<file path="config.mk">
export PLATFORM = sky130hd
export DESIGN_NAME = fixed_alu_seq_flat
export DESIGN_NICKNAME = d
export VERILOG_FILES = /design/src/rtl/fixed_alu_seq_if.sv /design/src/rtl/fixed_alu_seq.sv /design/src/flat_wrapper.sv
export SDC_FILE = /design/constraint.sdc
export NUM_CORES = 2
export LEC_CHECK = 0
export ABC_AREA = 1
export BUFFER_PORTS_ARGS = -buffer_cell sky130_fd_sc_hd__clkbuf_2
export CAP_MARGIN = 20
export CORE_ASPECT_RATIO = 2
export CORE_MARGIN = 4
export CORE_UTILIZATION = 50
export CTS_CLUSTER_SIZE = 20
export DETAILED_ROUTE_END_ITERATION = 16
export PLACE_DENSITY = 0.65
export SLEW_MARGIN = 20
export SYNTH_ARGS = -nofsm -noshare
export SYNTH_HDL_FRONTEND = slang
export SYNTH_SLANG_ARGS = --single-unit
</file>
<file path="constraint.sdc">
create_clock -name clk -period 15.2 [get_ports clk]
set_input_delay 2.28 -clock clk [delete_from_list [all_inputs] [get_ports clk]]
set_output_delay 2.28 -clock clk [all_outputs]
set_load 0.01 [all_outputs]
</file>
<file path="src/rtl/fixed_alu_seq_if.sv">
// fixed_alu_seq_if: operand/opcode request and result/flag response bundle
// for the sequential fixed-point ALU. master = upstream driver, slave = ALU.
interface fixed_alu_seq_if #(
  parameter int WIDTH = 32,
  parameter int FRAC  = 14
);
  logic             in_valid;
  logic             in_ready;
  logic [WIDTH-1:0] operand_a;
  logic [WIDTH-1:0] operand_b;
  logic [3:0]       operation;
  logic             out_valid;
  logic             out_ready;
  logic [WIDTH-1:0] result;
  logic             overflow;
  logic             div_by_zero;

  modport master (
    output in_valid, operand_a, operand_b, operation, out_ready,
    input  in_ready, out_valid, result, overflow, div_by_zero
  );

  modport slave (
    input  in_valid, operand_a, operand_b, operation, out_ready,
    output in_ready, out_valid, result, overflow, div_by_zero
  );
endinterface

</file>
<file path="src/rtl/fixed_alu_seq.sv">
// fixed_alu_seq: handshaked signed Q(WIDTH-FRAC).FRAC ALU with an iterative
// restoring divider (one quotient bit per cycle, WIDTH+FRAC cycles).
// Optional saturation on overflow: define FIXED_ALU_SAT_EN.
//
// state | meaning
// IDLE  | in_ready=1, waiting for in_valid; captures operands and opcode
// EXEC  | evaluates non-DIV ops / DIV-by-zero, or loads the divider
// DIV   | restoring division in progress, cnt counts down to 0
// DONE  | out_valid=1, result and flags held until out_ready
module fixed_alu_seq #(
  parameter int WIDTH = 32,
  parameter int FRAC  = 14
) (
  input logic           clk,
  input logic           reset,
  fixed_alu_seq_if.slave bus
);
  localparam int QW = WIDTH + FRAC;
  localparam int CW = $clog2(QW);

  localparam logic [3:0] OP_ADD = 4'd0;
  localparam logic [3:0] OP_SUB = 4'd1;
  localparam logic [3:0] OP_MUL = 4'd2;
  localparam logic [3:0] OP_DIV = 4'd3;
  localparam logic [3:0] OP_MIN = 4'd4;
  localparam logic [3:0] OP_MAX = 4'd5;
  localparam logic [3:0] OP_ABS = 4'd6;
  localparam logic [3:0] OP_NEG = 4'd7;

  localparam logic [WIDTH-1:0] MAX_V = {1'b0, {(WIDTH-1){1'b1}}};
  localparam logic [WIDTH-1:0] MIN_V = {1'b1, {(WIDTH-1){1'b0}}};
  // quotient magnitude limits, widened to the quotient register width
  localparam logic [QW-1:0] Q_POS_LIM = {{FRAC{1'b0}}, MAX_V};
  localparam logic [QW-1:0] Q_NEG_LIM = {{FRAC{1'b0}}, MIN_V};

  typedef enum logic [1:0] {IDLE, EXEC, DIV, DONE} state_t;

  state_t state, state_nxt;

  logic [WIDTH-1:0] a_q, b_q;
  logic [3:0]       op_q;
  logic [QW-1:0]    quo;
  logic [WIDTH-1:0] rem;
  logic [WIDTH-1:0] dvs;
  logic             q_neg;
  logic [CW-1:0]    cnt;

  logic [WIDTH-1:0] result_q;
  logic             overflow_q;
  logic             div_by_zero_q;
  logic             out_valid_q;

  logic [WIDTH:0]          add_x, sub_x;
  logic signed [2*WIDTH-1:0] prod_x, mul_sh;
  logic [WIDTH-1:0]        mag_a, mag_b;
  logic                    b_zero;
  logic [WIDTH-1:0]        exec_res;
  logic                    exec_ovf, exec_neg;
  logic [WIDTH-1:0]        dbz_res;

  logic [WIDTH:0]   rem_sh;
  logic             div_ge;
  logic [WIDTH-1:0] rem_nxt;
  logic [QW-1:0]    quo_nxt;
  logic             div_ovf;
  logic [WIDTH-1:0] div_res;

  // on overflow, clamp toward the sign of the exact value when saturating
  function automatic logic [WIDTH-1:0] clamp(input logic [WIDTH-1:0] res,
                                             input logic ovf, input logic neg);
`ifdef FIXED_ALU_SAT_EN
    if (ovf) return neg ? MIN_V : MAX_V;
`endif
    return res;
  endfunction

  assign bus.in_ready    = (state == IDLE);
  assign bus.out_valid   = out_valid_q;
  assign bus.result      = result_q;
  assign bus.overflow    = overflow_q;
  assign bus.div_by_zero = div_by_zero_q;

  // state register
  always_ff @(posedge clk or posedge reset) begin
    if (reset) state <= IDLE;
    else       state <= state_nxt;
  end

  // next-state decode
  always_comb begin
    state_nxt = state;
    case (state)
      IDLE: if (bus.in_valid) state_nxt = EXEC;
      EXEC: state_nxt = (op_q == OP_DIV && !b_zero) ? DIV : DONE;
      DIV:  if (cnt == '0) state_nxt = DONE;
      DONE: if (bus.out_ready) state_nxt = IDLE;
      default: state_nxt = IDLE;
    endcase
  end

  // single-cycle ops: exact value, overflow test and sign of the exact value
  always_comb begin
    add_x    = {a_q[WIDTH-1], a_q} + {b_q[WIDTH-1], b_q};
    sub_x    = {a_q[WIDTH-1], a_q} - {b_q[WIDTH-1], b_q};
    prod_x   = $signed({{WIDTH{a_q[WIDTH-1]}}, a_q}) * $signed({{WIDTH{b_q[WIDTH-1]}}, b_q});
    mul_sh   = prod_x >>> FRAC;
    mag_a    = a_q[WIDTH-1] ? (~a_q + 1'b1) : a_q;
    mag_b    = b_q[WIDTH-1] ? (~b_q + 1'b1) : b_q;
    b_zero   = (b_q == '0);
    exec_res = '0;
    exec_ovf = 1'b0;
    exec_neg = 1'b0;
    case (op_q)
      OP_ADD: begin
        exec_res = add_x[WIDTH-1:0];
        exec_ovf = add_x[WIDTH] ^ add_x[WIDTH-1];
        exec_neg = add_x[WIDTH];
      end
      OP_SUB: begin
        exec_res = sub_x[WIDTH-1:0];
        exec_ovf = sub_x[WIDTH] ^ sub_x[WIDTH-1];
        exec_neg = sub_x[WIDTH];
      end
      OP_MUL: begin
        exec_res = mul_sh[WIDTH-1:0];
        exec_ovf = !((&mul_sh[2*WIDTH-1:WIDTH-1]) || !(|mul_sh[2*WIDTH-1:WIDTH-1]));
        exec_neg = mul_sh[2*WIDTH-1];
      end
      OP_MIN: exec_res = ($signed(a_q) < $signed(b_q)) ? a_q : b_q;
      OP_MAX: exec_res = ($signed(a_q) < $signed(b_q)) ? b_q : a_q;
      OP_ABS: begin
        exec_res = mag_a;
        exec_ovf = (a_q == MIN_V);
      end
      OP_NEG: begin
        exec_res = ~a_q + 1'b1;
        exec_ovf = (a_q == MIN_V);
      end
      default: exec_res = '0;
    endcase
`ifdef FIXED_ALU_SAT_EN
    dbz_res = (a_q == '0) ? '0 : (a_q[WIDTH-1] ? MIN_V : MAX_V);
`else
    dbz_res = '0;
`endif
  end

  // one restoring-division step plus the final sign/range fix-up
  always_comb begin
    rem_sh  = {rem, quo[QW-1]};
    div_ge  = (rem_sh >= {1'b0, dvs});
    rem_nxt = div_ge ? (rem_sh[WIDTH-1:0] - dvs) : rem_sh[WIDTH-1:0];
    quo_nxt = {quo[QW-2:0], div_ge};
    div_ovf = q_neg ? (quo_nxt > Q_NEG_LIM) : (quo_nxt > Q_POS_LIM);
    div_res = q_neg ? (~quo_nxt[WIDTH-1:0] + 1'b1) : quo_nxt[WIDTH-1:0];
  end

  // operand capture, divider iteration and registered outputs
  always_ff @(posedge clk or posedge reset) begin
    if (reset) begin
      a_q           <= '0;
      b_q           <= '0;
      op_q          <= '0;
      quo           <= '0;
      rem           <= '0;
      dvs           <= '0;
      q_neg         <= 1'b0;
      cnt           <= '0;
      result_q      <= '0;
      overflow_q    <= 1'b0;
      div_by_zero_q <= 1'b0;
      out_valid_q   <= 1'b0;
    end else begin
      out_valid_q <= (state_nxt == DONE);
      case (state)
        IDLE: begin
          if (bus.in_valid) begin
            a_q           <= bus.operand_a;
            b_q           <= bus.operand_b;
            op_q          <= bus.operation;
            overflow_q    <= 1'b0;
            div_by_zero_q <= 1'b0;
          end
        end
        EXEC: begin
          if (op_q == OP_DIV) begin
            if (b_zero) begin
              result_q      <= dbz_res;
              div_by_zero_q <= 1'b1;
              overflow_q    <= 1'b0;
            end else begin
              quo   <= {mag_a, {FRAC{1'b0}}};
              rem   <= '0;
              dvs   <= mag_b;
              q_neg <= a_q[WIDTH-1] ^ b_q[WIDTH-1];
              cnt   <= CW'(QW - 1);
            end
          end else begin
            result_q   <= clamp(exec_res, exec_ovf, exec_neg);
            overflow_q <= exec_ovf;
          end
        end
        DIV: begin
          quo <= quo_nxt;
          rem <= rem_nxt;
          cnt <= cnt - 1'b1;
          if (cnt == '0) begin
            result_q   <= clamp(div_res, div_ovf, q_neg);
            overflow_q <= div_ovf;
          end
        end
        default: ;
      endcase
    end
  end
endmodule

</file>
<file path="src/flat_wrapper.sv">
// flat-port wrapper written by rule: the top's interface ports become plain ports
module fixed_alu_seq_flat 
#(
  parameter int WIDTH = 32,
  parameter int FRAC  = 14
)
  (clk, reset, bus_in_valid, bus_operand_a, bus_operand_b, bus_operation, bus_out_ready, bus_in_ready, bus_out_valid, bus_result, bus_overflow, bus_div_by_zero);
  fixed_alu_seq_if #(.WIDTH(WIDTH), .FRAC(FRAC)) bus_i ();
  input logic clk;
  input logic reset;
  input wire logic [$bits(bus_i.in_valid)-1:0] bus_in_valid;
  input wire logic [$bits(bus_i.operand_a)-1:0] bus_operand_a;
  input wire logic [$bits(bus_i.operand_b)-1:0] bus_operand_b;
  input wire logic [$bits(bus_i.operation)-1:0] bus_operation;
  input wire logic [$bits(bus_i.out_ready)-1:0] bus_out_ready;
  output wire logic [$bits(bus_i.in_ready)-1:0] bus_in_ready;
  output wire logic [$bits(bus_i.out_valid)-1:0] bus_out_valid;
  output wire logic [$bits(bus_i.result)-1:0] bus_result;
  output wire logic [$bits(bus_i.overflow)-1:0] bus_overflow;
  output wire logic [$bits(bus_i.div_by_zero)-1:0] bus_div_by_zero;
  assign bus_i.in_valid = bus_in_valid;
  assign bus_i.operand_a = bus_operand_a;
  assign bus_i.operand_b = bus_operand_b;
  assign bus_i.operation = bus_operation;
  assign bus_i.out_ready = bus_out_ready;
  assign bus_in_ready = bus_i.in_ready;
  assign bus_out_valid = bus_i.out_valid;
  assign bus_result = bus_i.result;
  assign bus_overflow = bus_i.overflow;
  assign bus_div_by_zero = bus_i.div_by_zero;
  fixed_alu_seq #(.WIDTH(WIDTH), .FRAC(FRAC)) u_core (.clk(clk), .reset(reset), .bus(bus_i));
endmodule
</file>
[Word level (Yosys, flattened, before mapping)]
Index checks and enable logic that the tools add are counted.
Word-level totals
  register bits after elaboration: 222
  memory bits (writable): 0
  memories: 0
  bits in latches: 0
  logic and storage cells: 106
  bits in read-only memories: 0
  input bits: 72
  output and inout port bits: 36
Operators by class
  div/mod/pow operators: 0
  mux-type cells: 35
  order comparisons: 4
  add/sub/neg operators: 7
  eq/ne operators: 18
  bitwise logic cells: 7
  reductions and logical operators: 21
  shift operators: 0
  multiply operators: 1
Operator list (number)
  two-way mux 32 bit: 11
  one-hot mux 32 bit (7 select lines): 1
  one-hot mux 32 bit (2 select lines): 2
  adder 32 x 1 -> 32 bit (second input constant): 3
  inverter 32 bit: 3
  two-way mux 46 bit: 2
  one-hot mux 46 bit (2 select lines): 1
  multiplier 32 x 32 -> 64 bit: 1
  greater-than comparator 46 x 31 -> 1 bit (second input constant): 1
  greater-than comparator 46 x 32 -> 1 bit (second input constant): 1
  adder 32 x 32 -> 33 bit: 1
  >= comparator 33 x 32 -> 1 bit: 1
  subtractor 32 x 32 -> 33 bit: 1
  == test 32 bit (second input constant): 1
  logical NOT 32 bit: 1
  < comparator 32 bit: 1
  subtractor 32 bit: 1
  AND reduction 19 bit: 1
  OR reduction 19 bit: 1
  == test 4 x 3 -> 1 bit (second input constant): 4
  two-way mux 6 bit: 2
  one-hot mux 6 bit (2 select lines): 1
  AND reduction 3 bit: 3
  == test 4 x 2 -> 1 bit (second input constant): 2
  other kinds (26): 46

[Longest topological paths before layout]
  depth after elaboration: 8
  depth in mapped cells: 43
  mapped depth without buffers: 40

[Least setup slack after synthesis]
Ideal clock, no wire load.
  path type: register to register
  from: reg u_core.a_q[31]
  to: reg u_core.overflow_q (netlist: u_core.bus.overflow)
  stages on the path, launching flop included: 38
  path buffers: 3
  arrival: 8.171 ns
  required time: 15.084 ns
  clock period less this slack: 8.288 ns
  slack: 6.912 ns
  library setup time: 0.116 ns
  path through: dfrtp_1 > clkbuf_1 > buf_1 > clkbuf_1 > nand2_1 > inv_1 > fa_1 > fa_1 > inv_1 > fa_1 > inv_1 > fa_1 > inv_1 > fa_1 > fa_1 > fa_1 > fa_1 > inv_1 > (+2 left out) > a21boi_0 > nor2_1 > nor2_1 > nand2_1 > a21oi_1 > nand2_1 > nand2_1 > nand2_1 > nor2_1 > nand2_1 > nor2_1 > nand3_1 > nand3_1 > nand3_1 > nand2_1 > nand2_1 > nand2_1 > nand2_1
Between the ends
  cells in the longest elaborated chain, start to end: 8
  elaborated cells on any way between the ends: 14
  classes of those cells: 2 x add/sub; 1 x mul; 1 x eq/ne; 3 x mux; 2 x bitwise; 5 x reduce/logical
RTL lines
  start, declared: line fixed_alu_seq.sv:40  | logic [WIDTH-1:0] a_q, b_q;
  start signal, assigned: line fixed_alu_seq.sv:178  | a_q <= bus.operand_a;
  multiplier 32 x 32 -> 64 bit: line fixed_alu_seq.sv:105  | prod_x = $signed({{WIDTH{a_q[WIDTH-1]}}, a_q}) * $signed({{WIDTH{b_q[WIDTH-1]}}, b_q});
  OR reduction 19 bit: line fixed_alu_seq.sv:126  | exec_ovf = !((&mul_sh[2*WIDTH-1:WIDTH-1]) || !(|mul_sh[2*WIDTH-1:WIDTH-1]));
  logical NOT 1 bit: line fixed_alu_seq.sv:126
  logical OR 1 bit: line fixed_alu_seq.sv:126
  logical NOT 1 bit: line fixed_alu_seq.sv:126
  one-hot mux 1 bit (4 select lines) *: line fixed_alu_seq.sv:113  | case (op_q)
  two-way mux 1 bit *: line fixed_alu_seq.sv:186  | if (op_q == OP_DIV) begin
  one-hot mux 1 bit (3 select lines) *: line fixed_alu_seq.sv:175  | case (state)
  end signal, assigned: line fixed_alu_seq.sv:200  | overflow_q <= exec_ovf;
  end signal, assigned: line fixed_alu_seq.sv:209  | overflow_q <= div_ovf;
  end, declared: line fixed_alu_seq.sv:49  | logic overflow_q;
Every way passes the cells marked *; elsewhere a longest branch is shown, timed or not.
A chain may end at the register's enable or synchronous reset.

[Worst setup path in the final report]
Same ends and word-level chain as after synthesis.

==> results by group <==
Critical path
  • Worst Setup End Kind: register
  • WP data arrival: 10550 ps
  • Slowest cell delay on critical path: 890 ps
  • CP bufs+invs: 5
  • CP Class: reg -> reg
  • Slowest CP cell: fa_1
  • Critical path peak fanout: 39
  • Setup crit start kind: register
  • CP delay by family, top: adder cells
  • Worst Path Required: 15630 ps
  • CP most frequent cell: nand2_1

Clock network
  • Clock buffer depth: 3
  • H-tree Lvls: 1
  • Hold_buf cts: 0
  • Sink Count: 222
  • Root buffer cell: clkbuf_16
  • Clock-pin slew on the worst setup and hold paths: 80 ps
  • Total setup buffers inserted after CTS: 0
  • Cts bufs inserted: 20
  • CTS tree: yes
  • Post-CTS Resized: 0
  • Later-pin clock latency in the skew report: 550 ps

STA
  • Finish-stage setup viols: 0
  • Fmax: 98.85 MHz
  • Setup TNS: 0 ps
  • Worst-margin pin slew: 1264 ps
  • Max Transition Viols Final: 0
  • Final period utilization: 0.6655
  • Final Skew: 14.33 ps
  • Rel. slew slack: 0.1486
  • Hold Violations, Final: 0
  • Tmin final: 10120 ps
  • RSZ-0062 raised after global routing: no

Yosys
  • Synthesis Warnings: 0
  • Yosys top cell area share: 0.3779
  • Yosys top cell by area: fa_1
  • Post-synthesis compound-gate area fraction: 0.09292
  • Post-synth EDFFs: 0
  • Post-synthesis simple-gate area fraction: 0.2019
  • Adder-cell share of the synthesized area: 0.4406
  • Register bit total from synthesis: 222
  • Post-synthesis sequential area ratio: 0.09674
  • XOR/XNOR Fraction of Synth Area: 0.01357
  • Cell Area, Synth: 57430 um2
  • Most common flop cell mapped by yosys: dfrtp_1
  • Synth cell count leaders: nand2_1 (1961), inv_1 (1907), fa_1 (1084)
  • Post-Syn Nets: 9203
  • Asr flop ratio synth: 1.000
  • Largest family of logic cells by synthesized area: adder cells
  • Synth Area per Inst: 7.401 um2
  • Top-count cell post-synth: nand2_1
  • Netlist cell types: 70
  • Largest cells by area after synthesis: fa_1 (38%), nand2_1 (13%), inv_1 (12%)
  • Post-Synthesis Cells: 7759
  • Post-synthesis mux area share: 0.0003922

Placed design
  • Routability congestion estimate: 1.059
  • Port-buffer cells: 107
  • Dpl hpwl: 187500 um

GRT
  • GR Util met3: 0.07959
  • Global route overflow: 0
  • Initial antenna violation count: 15
  • GR Util met1: 0.3825
  • Pin count of the biggest net entering global routing: 145
  • Top Usage Layer GRT: met2
  • Vias in the first global route: 55890
  • First-pass GRT wire length: 347400 um
  • Global-route usage over all layers: 0.3975
  • M2 GR Usage: 0.6720

Floorplanning
  • DIE AREA: 120700 um2
  • Die X: 247.6 um
  • # rows: 175
  • Die Ht: 487.3 um
  • Core outline area: 113900 um2
  • Starting density of the core: 0.5044
  • IO Count: 108

Detailed routing
  • Vias per cell: 5.792
  • Vias: 52910
  • Drt pass-1 iters: 9
  • Iter 0 DRT Violations: 4644
  • DRT antenna net count: 0
  • Total Routed Length: 239600 um
  • Drt drc: 0
  • Wire per inst: 26.23 um

Layout
  • Area growth from synthesis to layout: 4.142%
  • Fraction of layout cells with a size suffix above 1: 0.04867
  • Reg area: 5557 um2
  • Number of nets in the layout: 9052
  • Multi-input gate area: 43100 um2
  • Fillers: 11250

Job
  • Max-cap violation count: 0

Outcome
  • Status: completed

Hold path
  • HP Class: reg -> reg
[final cells by class]
cell class,count,share of cell area
diodes,8,0.0003347
clock inverters,12,0.002678
inverters,1928,0.1211
repair buffers,206,0.02159
well taps,1504,0.03147
clock buffers,24,0.009310
flip-flops and latches,222,0.09291
multi-input cells,5230,0.7206
[metrics by stage]
step                      setup slack, ps  utilization  hold slack, ps  cells  area [um2]
after detailed placement             5248       0.5187           474.4   9089       59050
after global routing                 4716       0.5251           515.9   9127       59790
after global placement               5324       0.5186           467.9   9089       59040
after floorplan                      6842            -           453.0   7759       57430
after CTS                            5204       0.5250           492.6   9125       59770
final                                5084       0.5253           487.0   9134       59810
[path summary, 6_finish.rpt]
kind / from / to / slack (ps) / cells past startpoint
worst min-delay path: u_core.dvs[26] / u_core.dvs[26] / 490 / 2
worst min register to register: u_core.dvs[26] / u_core.dvs[26] / 490 / 2
worst max-delay path: u_core.a_q[31] / u_core.bus.overflow / 5080 / 34
max in group asynchronous: reset / u_core.b_q[22] / 12020 / 3
min in group asynchronous: reset / u_core.quo[0] / 1800 / 2
worst max register to register: u_core.a_q[31] / u_core.bus.overflow / 5080 / 34
[registers in the layout, summed over array words and instances, names as in the netlist, 2 cells and up]
name and cells:
u_core.a_q 32, u_core.b_q 32, u_core.bus.result 32, u_core.cnt 6
u_core.dvs 32, u_core.op_q 4, u_core.quo 46, u_core.rem 32
u_core.state 2
[tightest hold or removal path, delay by kind of cell (launching register included)]
family,cells,cell delay (ps)
compound gates,1,60
flops,1,350
simple gates,1,50
[placed cells by master, fill, tap and decap left out, types with 19 or more instances in the layout]
| master | netlist | layout |
|---|---|---|
| o21ai_1 | 24 | 25 |
| o211ai_1 | 83 | 83 |
| inv_2 | 19 | 19 |
| nand2_1 | 1961 | 1960 |
| a31oi_1 | 28 | 28 |
| dfrtp_1 | 222 | 221 |
| o221ai_1 | 27 | 27 |
| nand3_1 | 212 | 212 |
| fa_1 | 1084 | 1084 |
| buf_4 | 4 | 98 |
| inv_1 | 1907 | 1906 |
| o21bai_1 | 28 | 28 |
| nor3_1 | 48 | 43 |
| o21ai_0 | 272 | 271 |
| ha_1 | 288 | 288 |
| clkbuf_2 | 1 | 107 |
| or2_2 | 33 | 33 |
| o22ai_1 | 25 | 25 |
| nand4_1 | 46 | 46 |
| xor2_1 | 71 | 70 |
| clkbuf_16 | 0 | 21 |
| a21oi_1 | 337 | 337 |
| nor2_1 | 466 | 466 |
[routing by layer]
layer | part of all wire | wire (um) | vias up
met5 | 0.00017 | 41 | -
met4 | 0.14 | 33130 | 8
met3 | 0.081 | 19340 | 1424
met2 | 0.49 | 116400 | 3096
met1 | 0.29 | 70660 | 25720
li1 | - | - | 22660
[logic make-up (layout without fill, tap and decap cells)]
family / count (synthesis) / in the layout
XOR/XNOR: 89 / 89
adder cells (fa/ha/maj): 1372 / 1372
buffers and inverters: 2307 / 2170
AO/OA/AOI/OAI: 913 / 913
AND/OR/NAND/NOR: 2854 / 2854
multiplexers: 2 / 2
flip-flops: 222 / 222
other: 0 / 8
Power is left out: the tool's default activity adds up to more than one toggle a clock period on the data nets, which glitch-free logic cannot reach.
